===== config.mk =====
export PLATFORM = sky130hd
export DESIGN_NAME = ft601_tx_writer
export DESIGN_NICKNAME = d
export VERILOG_FILES = /design/src/rtl/ft601_tx_writer.sv
export SDC_FILE = /design/constraint.sdc
export NUM_CORES = 1
export LEC_CHECK = 0
export ABC_AREA = 0
export BUFFER_PORTS_ARGS = -buffer_cell sky130_fd_sc_hd__buf_2
export CORE_ASPECT_RATIO = 2
export CORE_MARGIN = 2
export CORE_UTILIZATION = 55
export DETAILED_ROUTE_END_ITERATION = 8
export PLACE_DENSITY = 0.87
export SLEW_MARGIN = 40
export SYNTH_ARGS = -nofsm -noshare
export SYNTH_HDL_FRONTEND = slang
export SYNTH_SLANG_ARGS = --single-unit
export TNS_END_PERCENT = 1

===== constraint.sdc =====
create_clock -name clk -period 3.85 [get_ports clk]
set_input_delay 0.1925 -clock clk [delete_from_list [all_inputs] [get_ports clk]]
set_output_delay 0.1925 -clock clk [all_outputs]
set_load 0.01 [all_outputs]

===== src/rtl/ft601_tx_writer.sv =====
// ft601_tx_writer: moves words from a first-word-fall-through TX FIFO onto the
// FT601 245-synchronous bus. Each bus tenure is requested from the arbiter and
// bracketed by one driven, idle turnaround cycle on each side. A tenure loads
// at most MAX_BURST words. A word that is not accepted before grant loss is
// held and sent first in the next tenure.
//
// state | meaning
// ------+-----------------------------------------------------------------
// IDLE  | bus released, load counter cleared, waiting for data to send
// REQ   | tx_req high, waiting for the arbiter grant
// TURN  | bus driven with strobe idle; output register takes the first word
// BURST | strobing while out_valid; refilling the output register as accepted
// DONE  | bus still driven with strobe idle, request dropped; back to IDLE
module ft601_tx_writer #(
  parameter int MAX_BURST = 256,
  parameter int WIDTH     = 32
) (
  input  logic             clk,
  input  logic             rst_l,
  input  logic [WIDTH-1:0] tx_fifo_dout,
  input  logic             tx_fifo_empty,
  output logic             tx_fifo_rden,
  output logic             tx_req,
  input  logic             tx_grant,
  output logic [WIDTH-1:0] usb_data_out,
  output logic             usb_data_oe,
  output logic [3:0]       usb_be,
  output logic             usb_wren_l,
  input  logic             usb_tx_full,
  output logic             tx_busy,
  output logic [31:0]      tx_word_count
);

  localparam int LCW = $clog2(MAX_BURST + 1);

  typedef enum logic [2:0] {
    S_IDLE,
    S_REQ,
    S_TURN,
    S_BURST,
    S_DONE
  } state_t;

  state_t           state_q, state_d;
  logic             out_valid_q, out_valid_d;
  logic [LCW-1:0]   load_cnt_q, load_cnt_d;
  logic [WIDTH-1:0] data_q, data_d;
  logic [31:0]      count_q, count_d;
  logic             pop;
  logic             accept;
  logic             refill;

  // Next-state, output-register load and FIFO pop decisions.
  always_comb begin
    state_d     = state_q;
    out_valid_d = out_valid_q;
    load_cnt_d  = load_cnt_q;
    data_d      = data_q;
    count_d     = count_q;
    pop         = 1'b0;
    refill      = 1'b0;
    // The strobe is decoded from BURST and out_valid, so this is the
    // word the FT601 takes at this edge.
    accept      = (state_q == S_BURST) && out_valid_q && !usb_tx_full;

    if (accept) begin
      count_d = count_q + 32'd1;
    end

    case (state_q)
      S_IDLE: begin
        load_cnt_d = '0;
        // A word held over from a lost grant also needs a new tenure.
        if (!tx_fifo_empty || out_valid_q) begin
          state_d = S_REQ;
        end
      end
      S_REQ: begin
        if (tx_grant) begin
          state_d = S_TURN;
        end
      end
      S_TURN: begin
        if (!out_valid_q && !tx_fifo_empty) begin
          pop         = 1'b1;
          data_d      = tx_fifo_dout;
          out_valid_d = 1'b1;
        end
        // A held word uses the first slot of this tenure.
        load_cnt_d = LCW'(1);
        state_d    = S_BURST;
      end
      S_BURST: begin
        refill = (accept || !out_valid_q) && !tx_fifo_empty &&
                 (load_cnt_q < LCW'(MAX_BURST)) && tx_grant;
        if (refill) begin
          pop         = 1'b1;
          data_d      = tx_fifo_dout;
          out_valid_d = 1'b1;
          load_cnt_d  = load_cnt_q + LCW'(1);
        end else if (accept) begin
          out_valid_d = 1'b0;
        end
        if (!tx_grant || !out_valid_d) begin
          state_d = S_DONE;
        end
      end
      S_DONE: begin
        state_d = S_IDLE;
      end
      default: begin
        state_d = S_IDLE;
      end
    endcase
  end

  // State and datapath registers. Reset drops any held word.
  always_ff @(posedge clk or negedge rst_l) begin
    if (!rst_l) begin
      state_q     <= S_IDLE;
      out_valid_q <= 1'b0;
      load_cnt_q  <= '0;
      data_q      <= '0;
      count_q     <= '0;
    end else begin
      state_q     <= state_d;
      out_valid_q <= out_valid_d;
      load_cnt_q  <= load_cnt_d;
      data_q      <= data_d;
      count_q     <= count_d;
    end
  end

  // The bus pins decode only from registers. No full/grant path reaches them.
  assign tx_fifo_rden  = pop;
  assign tx_req        = (state_q == S_REQ) || (state_q == S_TURN) || (state_q == S_BURST);
  assign usb_data_oe   = (state_q == S_TURN) || (state_q == S_BURST) || (state_q == S_DONE);
  assign usb_wren_l    = !((state_q == S_BURST) && out_valid_q);
  assign usb_be        = usb_wren_l ? 4'h0 : 4'hF;
  assign usb_data_out  = data_q;
  assign tx_busy       = (state_q != S_IDLE);
  assign tx_word_count = count_q;

endmodule


==> impl_metrics.py <==
metrics = {
    "outcome": {
        "status": "finished clean",
    },
    "clock_tree": {
        "ctsResizeCount": 0,
        "clockRootBuffer": "clkbuf_16",
        "hold_buffers": 1,
        "cts_tree": "done",
        "clk_latency_ps": 330,
        "cts_buffers": 9,
        "cts_htree_levels": 3,
        "cts_buffer_depth": 2,
        "path_clk_slew_ps": 50,
        "cts_sinks": 77,
        "post-cts-setup-buffer-count": 0,
    },
    "power": {
        "irDropWorstVdd_uv": 380,
        "p_per_area_nw_per_um2": 637,
        "power_uw": 2770,
        "leakagePower_uw": 0.00209,
    },
    "die": {
        "num_rows": 41,
        "die_area_um2": 7090,
        "ios": 110,
        "start_util": 0.562,
        "die_y_um": 117,
        "coreArea_um2": 6260,
        "die_w_um": 60.5,
    },
    "sta": {
        "post-route-min-period_ps": 2300,
        "final-setup-viol-count": 0,
        "rsz0062_at_grt": "no",
        "skew_ps": 5.56,
        "tightest_slew_ps": 684,
        "max_slew_margin": 0.544,
        "fmax_ghz": 0.436,
        "finalSetupTns_ps": 0,
        "final_hold_viol_count": 0,
        "whs_ps": 79.6,
        "maxSlewViolCount": 0,
        "post-route-period-util": 0.596,
    },
    "detailed_routing": {
        "drt_iter0_markers": 111,
        "avgRoutedWirePerCell_um": 15.9,
        "drcViolationCount": 0,
        "vias_per_cell": 5.56,
        "vias": 2699,
        "firstDrtPassIters": 5,
        "ant_nets": 0,
        "drt-total-wl_mm": 7.71,
    },
    "logic_synthesis": {
        "syn_area_um2": 3520,
        "syn-num-nets": 326,
        "synth-async-reset-ratio": 1.00,
        "ys_top_cells_by_area": "dfrtp_1, mux2_1, xnor2_1, nand4_1, and3_1",
        "synth.distinct_cells": 42,
        "ys_warn_count": 0,
        "synth.top_cell.area_share": 0.548,
        "yosysSeqAreaShare": 0.548,
        "synth_cells": 287,
        "yosysTopAreaCell": "dfrtp_1",
        "synthFlopType": "dfrtp_1",
        "syn_avg_cell_area_um2": 12.3,
        "synth_seq_cells": 77,
        "synth-edff-count": 0,
    },
    "grt": {
        "grt_antenna_before_repair": 0,
        "gr-total-overflow": 0,
        "track_usage": 0.234,
        "grt_max_degree": 78,
        "grt_pass1_vias": 2685,
        "grt_pass1_wl_mm": 12.3,
    },
    "final_layout": {
        "multiInputGateArea_um2": 1460,
        "fin_nets": 435,
        "drive_gt1_frac": 0.341,
        "register_area_um2": 1930,
        "layout_commonest_cell": "buf_2",
        "area_delta_synth_final_pct": 23.7,
        "fillCellCount": 470,
        "insertedDiodeCount": 0,
        "final_cell_mix": "buf_2, dfrtp_1, xnor2_1",
    },
    "flow_run": {
        "drv_cap": 0,
    },
    "place": {
        "io_buffer_count": 109,
        "place_congestion": 0.890,
        "post-dp-hpwl_mm": 5.58,
    },
    "critical_path": {
        "end_kind": "output port",
        "cp-start-kind": "flop",
        "critPathArrivalTime_ps": 2100,
        "crit_family": "compound AO/OA/AOI/OAI gates",
        "critPathKind": "reg -> out",
        "cp_max_fo": 33,
        "crit_slowest_cell": "o221a_4",
        "worstPathCellList": "nor3b_4 -> o221a_4 -> buf_2",
        "max_stage_delay_ps": 570,
        "crit_buf_inv": 1,
        "critical_path_required_ps": 3660,
    },
    "min_path": {
        "min-delay-path-class": "in -> reg",
    },
}
-- through the flow --
stage | setup slack [ps] | instance area, um^2 | utilization | std cells
after global placement | 1580 | 4070 | 0.650 | 468
final | 1550 | 4350 | 0.695 | 485
after detailed placement | 1520 | 4080 | 0.653 | 470
after global routing | 1380 | 4350 | 0.695 | 485
after CTS | 1270 | 4340 | 0.694 | 485
after floorplan | 2040 | 3520 | - | 287
-- worst reg2reg max path, delay by kind of cell (launching register included) --
| family | cells | cell delay (ps) |
|---|---|---|
| multiplexers | 1 | 410 |
| AND/OR/NAND/NOR | 1 | 430 |
| flip-flops | 1 | 540 |
| AO/OA/AOI/OAI | 1 | 570 |
-- layer usage --
metal / vias up / share of wire / routed length (um) / track usage
met5: - / 0 / 0 / 0
met4: 0 / 0.031 / 240 / 0.113
met3: 25 / 0.036 / 277 / 0.0538
met2: 77 / 0.56 / 4340 / 0.412
met1: 1341 / 0.37 / 2860 / 0.256
li1: 1256 / - / - / -
-- report_power, final --
group	switching, uW	internal (uW)	total [uW]
logic	467	389	857
registers	171	1030	1200
clock network	289	425	714
-- worst paths after layout --
| path | from | endpoint | slack [ps] | cells past startpoint |
|---|---|---|---|---|
| hold reg to reg | tx_word_count[30] | tx_word_count[30] | 480 | 1 |
| setup reg to reg | state_q[1] | usb_data_out[28] | 1780 | 3 |
| hold / removal | tx_fifo_dout[21] | usb_data_out[21] | 80 | 2 |
| max in group asynchronous | rst_l | tx_word_count[25] | 2930 | 2 |
| setup / recovery | state_q[1] | tx_fifo_rden | 1550 | 3 |
| min in group asynchronous | rst_l | usb_data_out[24] | 450 | 2 |
-- synthesized netlist by cell type, drive strengths merged (2+ instances only) --
cell type / n
o21ai: 5
and3: 11
clkbuf: 2
mux2: 34
inv: 9
nor2: 9
nor4: 4
nand3b: 3
a21oi: 6
xnor2: 31
nand4: 24
a31oi: 3
nand2: 14
nand3: 11
ha: 2
or4: 4
and2b: 2
and4: 2
buf: 12
o31ai: 2
o211ai: 3
dfrtp: 77
and2: 3
nor3: 5
-- cell families after synthesis --
group,count (synthesis),synth area share
multiplexers,34,0.109
AND/OR/NAND/NOR,94,0.163
AO/OA/AOI/OAI,25,0.0530
buffers and inverters,23,0.0402
XOR/XNOR,32,0.0797
adder cells (fa/ha/maj),2,0.00711
flip-flops,77,0.548
-- sequential cells by signal (all words and copies together) (netlist names) --
signal and cells:
load_cnt_q 9, tx_word_count 32, usb_data_out 32, state_q 3, out_valid_q 1
-- final cells by class --
cell class	count	area share
clock inverters	3	0.00345
clock buffers	11	0.0535
inverters	9	0.00777
multi-input cells	187	0.335
flip-flops and latches	77	0.443
repair buffers	112	0.133
well taps	86	0.0247
No activity file was read; power rests on OpenSTA's default activity.
